[config.mk]
export PLATFORM = sky130hd
export DESIGN_NAME = alu_input_loader
export DESIGN_NICKNAME = d
export VERILOG_FILES = /design/src/rtl/alu_input_loader.sv
export SDC_FILE = /design/constraint.sdc
export NUM_CORES = 1
export LEC_CHECK = 0
export CORE_MARGIN = 3
export CORE_UTILIZATION = 45
export CTS_CLUSTER_DIAMETER = 200
export DETAILED_ROUTE_END_ITERATION = 12
export GPL_TIMING_DRIVEN = 0
export PLACE_DENSITY = 0.74
export SLEW_MARGIN = 40
export SYNTH_ARGS = -nofsm -noshare
export SYNTH_HDL_FRONTEND = slang
export SYNTH_SLANG_ARGS = --single-unit
[constraint.sdc]
create_clock -name i_clk -period 1.05 [get_ports i_clk]
set_input_delay 0.105 -clock i_clk [delete_from_list [all_inputs] [get_ports i_clk]]
set_output_delay 0.105 -clock i_clk [all_outputs]
set_load 0.005 [all_outputs]
[src/rtl/alu_input_loader.sv]
// -----------------------------------------------------------------------------
// alu_input_loader
//
// Operand/opcode capture stage sitting directly in front of the ALU. A shared
// switch bus is latched into one of three holding registers (operand A,
// operand B, op code). Each register has its own push-button. Every button is
// synchronised, debounced and rising-edge detected before it triggers a load.
//
// Ports:
//   i_clk      system clock, rising edge
//   i_rst_n    asynchronous active-low reset
//   i_sw       switch bus, quasi-static, sampled directly in the load cycle
//   i_btn      raw buttons: [0] load A, [1] load B, [2] load op code
//   o_data_a   operand A to the ALU
//   o_data_b   operand B to the ALU
//   o_code     op code to the ALU
//   o_loaded   per-register "loaded since reset" flags (same order as i_btn)
//   o_ready    all three registers have been loaded
//   o_strobe   one-cycle pulse in the first cycle new data is on the outputs
// -----------------------------------------------------------------------------
module alu_input_loader #(
  parameter int NB_DATA    = 8,
  parameter int NB_OP      = 6,
  parameter int NB_SW      = 8,
  parameter int DB_CNT_MAX = 16
) (
  input  logic               i_clk,
  input  logic               i_rst_n,
  input  logic [NB_SW-1:0]   i_sw,
  input  logic [2:0]         i_btn,
  output logic [NB_DATA-1:0] o_data_a,
  output logic [NB_DATA-1:0] o_data_b,
  output logic [NB_OP-1:0]   o_code,
  output logic [2:0]         o_loaded,
  output logic               o_ready,
  output logic               o_strobe
);

  // Counter is wide enough to hold DB_CNT_MAX; the flip happens on the cycle
  // the count would reach it, i.e. when the current count is DB_CNT_MAX-1.
  localparam int              CNT_W    = $clog2(DB_CNT_MAX + 1);
  localparam logic [CNT_W-1:0] CNT_LAST = CNT_W'(DB_CNT_MAX - 1);
  localparam logic [CNT_W-1:0] CNT_ONE  = CNT_W'(1);

  logic [2:0] load_pulse;

  // ---------------------------------------------------------------------------
  // Per-button conditioning: 2-flop synchroniser, debounce counter, edge pulse
  // ---------------------------------------------------------------------------
  generate
    for (genvar gi = 0; gi < 3; gi++) begin : g_btn
      logic             sync1_q;
      logic             sync2_q;
      logic             db_q;
      logic             db_d;
      logic             db_prev_q;
      logic             pulse_q;
      logic             pulse_d;
      logic [CNT_W-1:0] cnt_q;
      logic [CNT_W-1:0] cnt_d;

      always_comb begin
        db_d  = db_q;
        cnt_d = '0;
        // Any cycle where the synchronised level agrees with the debounced
        // level clears the count, so a short glitch never accumulates.
        if (sync2_q != db_q) begin
          if (cnt_q == CNT_LAST) begin
            db_d  = sync2_q;
            cnt_d = '0;
          end else begin
            cnt_d = cnt_q + CNT_ONE;
          end
        end
        // Rising edge of the debounced level only; releases are ignored.
        pulse_d = db_q & ~db_prev_q;
      end

      always_ff @(posedge i_clk or negedge i_rst_n) begin
        if (!i_rst_n) begin
          sync1_q   <= 1'b0;
          sync2_q   <= 1'b0;
          db_q      <= 1'b0;
          db_prev_q <= 1'b0;
          cnt_q     <= '0;
          pulse_q   <= 1'b0;
        end else begin
          sync1_q   <= i_btn[gi];
          sync2_q   <= sync1_q;
          db_q      <= db_d;
          db_prev_q <= db_q;
          cnt_q     <= cnt_d;
          pulse_q   <= pulse_d;
        end
      end

      assign load_pulse[gi] = pulse_q;
    end
  endgenerate

  // ---------------------------------------------------------------------------
  // Holding registers
  // ---------------------------------------------------------------------------
  logic [NB_DATA-1:0] data_a_q, data_a_d;
  logic [NB_DATA-1:0] data_b_q, data_b_d;
  logic [NB_OP-1:0]   code_q,   code_d;
  logic [2:0]         loaded_q, loaded_d;
  logic               strobe_q, strobe_d;

  always_comb begin
    data_a_d = data_a_q;
    data_b_d = data_b_q;
    code_d   = code_q;
    if (load_pulse[0]) data_a_d = i_sw[NB_DATA-1:0];
    if (load_pulse[1]) data_b_d = i_sw[NB_DATA-1:0];
    if (load_pulse[2]) code_d   = i_sw[NB_OP-1:0];
    loaded_d = loaded_q | load_pulse;
    // Coincident loads share a single strobe cycle.
    strobe_d = |load_pulse;
  end

  always_ff @(posedge i_clk or negedge i_rst_n) begin
    if (!i_rst_n) begin
      data_a_q <= '0;
      data_b_q <= '0;
      code_q   <= '0;
      loaded_q <= '0;
      strobe_q <= 1'b0;
    end else begin
      data_a_q <= data_a_d;
      data_b_q <= data_b_d;
      code_q   <= code_d;
      loaded_q <= loaded_d;
      strobe_q <= strobe_d;
    end
  end

  assign o_data_a = data_a_q;
  assign o_data_b = data_b_q;
  assign o_code   = code_q;
  assign o_loaded = loaded_q;
  assign o_ready  = &loaded_q;
  assign o_strobe = strobe_q;

endmodule
# ---- Yosys cells after proc, flatten, opt, wreduce, memory -nomap -nowiden
# Index checks and enable logic that the tools add are counted.
dict set report word_totals {
  regBits 56
  inputBits 13
  out_inout_bits 27
}
dict set report classes {
  add_sub_neg 3
  n_eq_ne 6
  muxes 6
  bitwise 7
  reduce_logical 5
}
# operator count
set ops {}
lappend ops {{2-to-1 mux 5 bit} 6}
lappend ops {{adder 5 x 1 -> 5 bit, second input constant} 3}
lappend ops {{== test 5 x 4 -> 1 bit, second input constant} 3}
lappend ops {{AND reduction 2 bit} 3}
lappend ops {{AND 1 bit} 3}
lappend ops {{inequality test 1 bit} 3}
lappend ops {{inverter 1 bit} 3}
lappend ops {{bitwise OR 3 bit} 1}
lappend ops {{AND reduction 3 bit} 1}
lappend ops {{OR reduction 3 bit} 1}

# ---- Depth between registers and ports, before layout
# Gate-level depths: netlist of the first run.
dict set report logic_depth {
  depth_word 3
  ltp_mapped 4
}

# ---- Worst setup path after synthesis of the first run
# OpenSTA, ideal clock, no wires.
dict set report synth_timing {
  kind {register to register}
  startpoint {register g_btn[1].cnt_q[0]}
  endpoint {register g_btn[1].db_q}
  setup_ns 0.127
  t_arrival_ns 1.034
  setup_slack_ns -0.112
  path_stages_with_launch 5
  period_less_slack_ns 1.162
  cell_sequence {dfrtp_1 -> ha_1 -> nand3_1 -> nor2_1 -> mux2_1}
}
dict set report synth_via {
  elab_chain_len 2
}
# element line_no
set synth_lines {}
lappend synth_lines {{start: declaration} 59} ;# logic [CNT_W-1:0] cnt_q;
lappend synth_lines {{start signal: assignment} 92} ;# cnt_q <= cnt_d;
lappend synth_lines {{== test 5 x 4 -> 1 bit} 68} ;# if (cnt_q == CNT_LAST) begin
lappend synth_lines {{AND reduction 2 bit (no line)} n/a}
lappend synth_lines {{end signal: assignment} 83} ;# db_q <= 1'b0;
lappend synth_lines {{end signal: assignment} 90} ;# db_q <= db_d;
lappend synth_lines {{end: declaration} 54} ;# logic db_q;
# No other way between the ends.
# A chain may end at the register's enable or synchronous reset.

# ---- Final worst setup path of the first run
# Same ends and word-level chain as after synthesis.

==> impl_metrics.ini, run 1 <==
[yosys]
synth_edf_count = 0
syn-instance-count = 133
synthTopCellsByArea = dfrtp_1 (70%), mux2_2 (12%), xor2_1 (3.9%)
ys.flop_type = dfrtp_1
syn_area_mm2 = 0.002008
synth_nets = 149
synth_top_cell_area_share_pct = 69.78
ys_seq_area_share_pct = 69.78
yosys_register_bits = 56
yosysUniqueCellTypes = 16
synth_common_cells = dfrtp_1 (56), mux2_2 (22), nor2_1 (11)
syn_avg_cell_area_um2 = 15.10
synth_warnings = 0
yosysTopAreaCell = dfrtp_1
async_flop_share_pct = 100.0
synth_most_common_cell = dfrtp_1

[flow_run]
maxCapViolCount = 0

[worst_setup_path]
r2r-start = g_btn[1].cnt_q[0]
reg2reg_depth = 4
path_buf_inv = 0
worst_path_largest_cell_delay_ns = 0.36
arrival_ns = 1.39
reg2reg_slack_ns = -0.14
crit_slowest_cell = dfrtp_1
end_kind = flop
worstPathRequired_ns = 1.25
critPathLaunchType = flop
cp_top_family = flip-flops
crit_fanout = 3
r2r_end = g_btn[1].db_q
critPathKind = reg -> reg
crit_chain = ha_2 > nand3_2 > nor2_2 > mux2_4

[floorplan]
ios = 40
coreArea_mm2 = 0.004144
start_util_pct = 48.46
rows = 23
die_w_um = 72.80
die-area_mm2 = 0.005300
die_h_um = 72.80

[pwr]
power_uw = 3591
p_int_uw = 2813
seq_power_share_pct = 62.6
vdd_drop_max_mv = 0.9089
power.density_mw_per_mm2 = 1309
power_leakage_uw = 0.001437
p_comb_share_pct = 6.5
clockPowerShare_pct = 30.9
power_switching_share_pct = 21.69
p_sw_uw = 778.9

[place]
port_buffers = 39
gp_congestion = 0.7249
dp.cells = 223
place_hpwl_um = 2565
dpl_cell_area_mm2 = 0.002501

[cts]
cts_max_level = 2
cts_buffers = 5
cts_root_buf = clkbuf_8
clk-insertion-delay-late_ns = 0.31
cts_buffer_depth = 2
cts_sinks = 56
tritoncts = built
path_clk_slew_ns = 0.09

[finish]
area_growth_pct = 36.64
n_fill_cell = 296
n_antenna_cell = 0
drive_above_1_share_pct = 41.50
fin_nets = 215
finish.instance_area_mm2 = 0.002744
instances_no_fill = 250
postLayoutCoreUtil_pct = 66.21

[timing]
worst_clock_skew_ns = 0.01138
drv_slew = 0
fmax_mhz = 838.7
fin_crit_sh_pct = 113.5
period_needed_ns = 1.192
hold_viol_final = 0
tightest_slew_ns = 0.2756
setup_tns_ns = -0.6303
setup_viol = 10
rsz0062_at_grt = yes
fin_ws_ns = -0.1423
maxSlewHeadroom_pct = 81.62

[detailed_routing]
wl_um = 3784
drc_errors = 0
drt-initial-drc-count = 30
wl_per_cell_um = 15.14
vias_per_cell = 4.844
drtAntennaViolNets = 0
via_count = 1211
first_pass_iters = 4

[global_routing]
grt_pass1_vias = 1265
track_usage_pct = 15.44
overflow = 0
antenna_found_initial = 0
grt_pass1_wl_um = 6058
grt_max_degree = 38

[run_status]
status = complete, but fails checks
violations = setup timing

[hold_path]
hp-class = in -> async
-- cells in the final DEF, fill, tap and decap left out, types with 2 or more instances in the layout --
cell type / instances
mux2_2: 22
dfrtp_1: 56
nor2b_1: 3
buf_6: 2
clkdlybuf4s15_1: 14
xor2_1: 7
ha_2: 2
clkbuf_8: 5
buf_4: 19
nor2_2: 2
and2_1: 4
or2_2: 3
nor2_1: 8
mux2_4: 3
nand3_2: 2
and3_1: 4
clkdlybuf4s50_1: 11
xor2_2: 2
inv_1: 2
clkbuf_2: 13
clkbuf_1: 2
nand3_1: 3
-- sequential cells by signal, summed over array words and instances, names as in the netlist --
register / cells
g_btn.cnt_q: 15
o_data_a: 8
o_data_b: 8
o_code: 6
g_btn.db_prev_q: 3
g_btn.db_q: 3
g_btn.pulse_q: 3
g_btn.sync1_q: 3
g_btn.sync2_q: 3
o_loaded: 3
o_strobe: 1
-- worst max path at each step --
| stage | startpoint | to | slack [ns] | depth (start not counted) |
|---|---|---|---|---|
| after floorplan | g_btn[1].cnt_q[0] | g_btn[1].db_q | -0.1 | 4 |
| after global placement | i_rst_n | g_btn[0].cnt_q[4] | -1.64 | 1 |
| after detailed placement | g_btn[1].cnt_q[0] | g_btn[1].db_q | -0.24 | 4 |
| after CTS | g_btn[1].cnt_q[0] | g_btn[1].db_q | -0.15 | 4 |
| after global routing | g_btn[0].cnt_q[0] | g_btn[0].db_q | -0.19 | 4 |
| final | g_btn[1].cnt_q[0] | g_btn[1].db_q | -0.14 | 4 |
-- kinds of logic (layout without fill, tap and decap cells) --
group | after synthesis | count (layout) | synth area share (%)
buffers and inverters | 5 | 72 | 1.433
muxes | 25 | 25 | 14.02
adders and majority gates | 3 | 3 | 1.869
and+or+nand+nor | 32 | 32 | 8.224
AOI/OAI and AO/OA | 3 | 3 | 0.7474
DFF | 56 | 56 | 69.78
xor gates and xnor gates | 9 | 9 | 3.925
-- worst reg2reg max path, cell delays in order, from the launching register on --
cell and delay (ns):
dfrtp_1 0.36, ha_2 0.19, nand3_2 0.09, nor2_2 0.13, mux2_4 0.31
-- power groups by stage --
stage,registers [µW],clock network [µW],logic [µW]
after detailed placement,2290,0,207
after CTS,2240,1150,233
final,2250,1110,233
after floorplan,2280,0,64.0
after global routing,2260,1240,269
after global placement,2280,0,186
-- through the flow --
step	hold slack, ns	setup WS, ns
global route	0.2257	-0.1895
CTS	0.2069	-0.1527
global placement	0.3343	-1.645
floorplan	-0.1906	-0.09955
detailed placement	0.003656	-0.2383
finish	0.2132	-0.1423
-- cell type report --
cell class              count  area, µm²  area share [%]
multi-input cells          72      671.9           24.49
flip-flops and latches     56       1401           51.07
plain buffers               3      23.77          0.8664
clock buffers               7      76.32           2.782
repair buffers             59      491.7           17.92
well taps                  50      62.56           2.280
inverters                   2      7.507          0.2736
clock inverters             1      8.758          0.3192
-- routing by layer --
metal | wire, µm | global-route usage, % | vias to the layer above | share of wire, %
li1 | - | - | 575 | -
met1 | 1494 | 17.54 | 588 | 39
met2 | 1978 | 27.56 | 42 | 52
met3 | 271 | 4.821 | 6 | 7.2
met4 | 40 | 4.918 | 0 | 1.1
met5 | 0 | 0 | - | 0
-- repair_timing --
item,4_1_cts,5_1_grt
hold endpoints to repair,56,0
endpoints found under the setup margin,38,27
setup buffers,16,2
pin swaps,6,5
gates resized for setup,62,21
hold buffers,1,0
Power figures use the tool's default switching activity.
==> run 2, diff against run 1 <==
SKIP_CTS_REPAIR_TIMING = 1   (was not set)
==> run 2 against run 1 <==
Compared with the run above:
- global-route usage decreased by 1.4 points
- critical endpoint unchanged
- non-clock buffer count decreased by 7
- critical path type unchanged
- design area up 3.8%
- clock power about the same
- the run still ends with setup timing left
- die area did not move
- worst hold slack about the same
- sequential cell count is the same
- combinational power grew 2%
- final cell count shrank 2.8%
- sequential power about the same
- register-to-register slack worse by 0.02 ns
==> impl_metrics.ini, run 2 (synthesis results as in run 1) <==
[timing]
worst_clock_skew_ns = 0.01010
tightest_slew_ns = 0.2745
maxSlewHeadroom_pct = 81.70
setup_viol = 9
fin_crit_sh_pct = 115.3
rsz0062_at_grt = yes
drv_slew = 0
period_needed_ns = 1.210
fmax_mhz = 826.2
hold_viol_final = 0
fin_ws_ns = -0.1604

[detailed_routing]
via_count = 1163
drt-initial-drc-count = 22
vias_per_cell = 4.786
wl_um = 3759
first_pass_iters = 3
drtAntennaViolNets = 0
wl_per_cell_um = 15.47
drc_errors = 0

[worst_setup_path]
crit_chain = ha_2 > nand3_4 > nor2_4 > mux2_4
end_kind = flop
critPathLaunchType = flop
crit_slowest_cell = dfrtp_1
cp_top_family = flip-flops
worstPathRequired_ns = 1.25
arrival_ns = 1.41
critPathKind = reg -> reg
crit_fanout = 3
worst_path_largest_cell_delay_ns = 0.39
path_buf_inv = 0

[floorplan]
ios = 40
die_w_um = 72.80
die_h_um = 72.80
coreArea_mm2 = 0.004144
rows = 23
die-area_mm2 = 0.005300
start_util_pct = 48.46

[flow_run]
maxCapViolCount = 0

[cts]
path_clk_slew_ns = 0.09
cts_buffers = 5
cts_max_level = 2
tritoncts = built
clk-insertion-delay-late_ns = 0.31
cts_root_buf = clkbuf_8
cts_buffer_depth = 2
cts_sinks = 56

[finish]
regMostFlops = g_btn.cnt_q
finish.instance_area_mm2 = 0.002849
n_fill_cell = 269
fin_nets = 208
instances_no_fill = 243
area_growth_pct = 41.87
largest_register_ffs = 15
drive_above_1_share_pct = 32.12
n_antenna_cell = 0
final_cell_mix = dfrtp_1 (56), dlymetal6s2s_1 (27), mux2_2 (22), buf_4 (11), clkdlybuf4s50_1 (11)
final_common_cell = dfrtp_1

[global_routing]
grt_max_degree = 38
antenna_found_initial = 0
overflow = 0
grt_pass1_vias = 1189
grt_pass1_wl_um = 5513
track_usage_pct = 14.02

[place]
place_ws_ns = -0.2383
dpl_cell_area_mm2 = 0.002501
place_hpwl_um = 2565
gp_congestion = 0.7249
dp.cells = 223
port_buffers = 39

[run_status]
status = complete, but fails checks
violations = setup timing

[pwr]
power.density_mw_per_mm2 = 1267
vdd_drop_max_mv = 0.9186
power_leakage_uw = 0.001872

[hold_path]
hp-class = in -> async
-- run 2: worst paths after layout --
| kind | depth (start not counted) | slack, ns | to | start |
|---|---|---|---|---|
| max | 4 | -0.16 | g_btn[1].db_q | g_btn[1].cnt_q[0] |
| max reg2reg | 4 | -0.16 | g_btn[1].db_q | g_btn[1].cnt_q[0] |
| min | 2 | 0.21 | o_code[5] | i_rst_n |
| min in group i_clk | 1 | 0.23 | g_btn[1].sync1_q | i_btn[1] |
| min reg2reg | 0 | 0.36 | g_btn[0].sync2_q | g_btn[0].sync1_q |
| max in group asynchronous | 3 | 0.37 | g_btn[0].db_q | i_rst_n |
-- run 2: routing by layer --
layer,part of all wire (%),vias up,track usage [%]
li1,-,562,-
met1,40,556,15.60
met2,52,39,24.75
met3,6.7,6,4.683
met4,1.5,0,5.328
met5,0,-,0
-- run 2: final cells by class --
cell class / instances / area (µm²) / share of cell area (%)
flip-flops and latches: 56 / 1401 / 49.19
multi-input cells: 72 / 693.2 / 24.33
repair buffers: 52 / 575.6 / 20.20
clock buffers: 7 / 76.32 / 2.679
well taps: 50 / 62.56 / 2.196
plain buffers: 3 / 23.77 / 0.8344
clock inverters: 1 / 8.758 / 0.3074
inverters: 2 / 7.507 / 0.2635
-- run 2: power by group --
group / total [µW] / internal, µW / leakage [µW] / switching, µW
combinational: 237 / 132 / 0.00107 / 105
sequential: 2250 / 2210 / 0.000761 / 45.8
clock: 1120 / 478 / 0.0000424 / 641
-- run 2: metrics by stage --
step / hold WS, ns / setup TNS (ns) / util (%) / power (µW)
final: 0.2129 / -0.7897 / 68.75 / 3608
after detailed placement: 0.003656 / -0.6906 / 60.36 / 2495
after floorplan: -0.1906 / -0.2983 / - / 2345
after global routing: 0.2258 / -1.274 / 68.75 / 3763
after global placement: 0.3343 / -92.46 / 59.93 / 2468
after CTS: -0.3341 / -7.338 / 62.41 / 3601
==> run 3, diff against run 2 <==
MAX_ROUTING_LAYER = met4   (was not set)
==> run 3 against run 2 <==
Compared with the run above:
- the flow still finishes with violations (setup timing)
- global-route usage rose by 0.39 points
- critical path type unchanged
- final cell count is the same
- core utilization unchanged
- largest cell class unchanged
- clock-buffer cell count unchanged
- combinational power barely moved
- die area unchanged
- highest routed layer unchanged
- sequential cell count unchanged
- non-clock buffer count unchanged
- worst hold slack better by 0.00084 ns
==> impl_metrics.ini, run 3 (synthesis results as in run 1) <==
[detailed_routing]
vias_per_cell = 4.811
drc_errors = 0
wl_um = 3766
via_count = 1169
drtAntennaViolNets = 0
drt-initial-drc-count = 21
first_pass_iters = 3
wl_per_cell_um = 15.50

[run_status]
status = complete, but fails checks
violations = setup timing

[worst_setup_path]
startpoint = g_btn[1].cnt_q[0]
end_kind = flop
crit_chain = ha_2 > nand3_4 > nor2_4 > mux2_4
cp_top_family = flip-flops
worstPathRequired_ns = 1.25
path_buf_inv = 0
worst_path_largest_cell_delay_ns = 0.39
r2r_end = g_btn[1].db_q
reg2reg_slack_ns = -0.16
critPathKind = reg -> reg
critPathLaunchType = flop
arrival_ns = 1.41
crit_fanout = 3
crit_slowest_cell = dfrtp_1
r2r-start = g_btn[1].cnt_q[0]
reg2reg_depth = 4

[timing]
period_needed_ns = 1.209
fmax_mhz = 826.8
rsz0062_at_grt = yes
drv_slew = 0
tightest_slew_ns = 0.2741
worst_clock_skew_ns = 0.008797
hold_viol_final = 0
fin_ws_ns = -0.1595
maxSlewHeadroom_pct = 81.73
fin_crit_sh_pct = 115.2
setup_viol = 9

[finish]
fin_nets = 208
seqCellArea_mm2 = 0.001401
regMostFlops = g_btn.cnt_q
area_growth_pct = 41.87
final_common_cell = dfrtp_1
n_antenna_cell = 0
final_cell_mix = dfrtp_1 (56), dlymetal6s2s_1 (27), mux2_2 (22), buf_4 (11), clkdlybuf4s50_1 (11)
largest_register_ffs = 15
multi_input_area_um2 = 693.2
n_fill_cell = 269
drive_above_1_share_pct = 32.12

[floorplan]
coreArea_mm2 = 0.004144
start_util_pct = 48.46
die_w_um = 72.80
die_h_um = 72.80
rows = 23
ios = 40
die-area_mm2 = 0.005300

[cts]
clk-insertion-delay-late_ns = 0.31
tritoncts = built
cts_max_level = 2
cts_buffers = 5
cts_buffer_depth = 2
path_clk_slew_ns = 0.09
cts_root_buf = clkbuf_8
cts_sinks = 56

[global_routing]
grt_max_degree = 38
antenna_found_initial = 0
track_usage_pct = 14.42
grt_pass1_wl_um = 5499
grt_pass1_vias = 1191
overflow = 0

[pwr]
p_int_uw = 2817
power_switching_share_pct = 21.93
clockPowerShare_pct = 31.0
p_comb_share_pct = 6.6
power_leakage_uw = 0.001872
power.density_mw_per_mm2 = 1266
p_sw_uw = 791.2
power_uw = 3608
seq_power_share_pct = 62.5
vdd_drop_max_mv = 0.9216

[place]
place_ws_ns = -0.2383
port_buffers = 39
place_hpwl_um = 2565
gp_congestion = 0.7335

[flow_run]
maxCapViolCount = 0

[hold_path]
hp-class = in -> async
## run 3: cell counts in the layout (fill, tap and decap cells not counted)
No cell type changed its count.
## run 3: how the worst max path moves through the flow
stage	slack, ns	to	cells after the start
floorplan	-0.1	g_btn[1].db_q	4
global placement	-1.64	g_btn[0].cnt_q[4]	1
detailed placement	-0.24	g_btn[1].db_q	4
CTS	-0.39	o_ready	2
global route	-0.19	g_btn[1].db_q	4
finish	-0.16	g_btn[1].db_q	4
## run 3: layer usage
| metal | global-route usage (%) | wire (µm) |
|---|---|---|
| met1 | 15.51 | 1493 |
| met2 | 24.75 | 1966 |
| met3 | 4.683 | 249 |
| met4 | 5.328 | 56 |
| met5 | - | 0 |
## run 3: cell type report
| cell class | instances | area share [%] |
|---|---|---|
| inverter | 2 | 0.2635 |
| sequential | 56 | 49.19 |
| multi-input combinational | 72 | 24.33 |
| buffer | 3 | 0.8344 |
| tap | 50 | 2.196 |
| clock inverter | 1 | 0.3074 |
| clock buffer | 7 | 2.679 |
| timing repair buffer | 52 | 20.20 |
## run 3: metrics by stage
stage | setup TNS, ns | utilization (%) | hold WS [ns] | cells | instance area [µm²]
finish | -0.7960 | 68.75 | 0.2138 | 243 | 2849
global route | -1.274 | 68.75 | 0.2258 | 243 | 2849
CTS | -7.338 | 62.41 | -0.3341 | 231 | 2586
detailed placement | -0.6906 | 60.36 | 0.003656 | 223 | 2501
global placement | -92.46 | 59.93 | 0.3343 | 222 | 2484
floorplan | -0.2983 | - | -0.1906 | 133 | 2031
## run 3: power by group through the flow
stage | combinational, µW | clock, µW | sequential [µW]
floorplan | 64.0 | 0 | 2280
global placement | 186 | 0 | 2280
detailed placement | 207 | 0 | 2290
CTS | 208 | 1150 | 2240
global route | 269 | 1230 | 2260
finish | 237 | 1120 | 2250
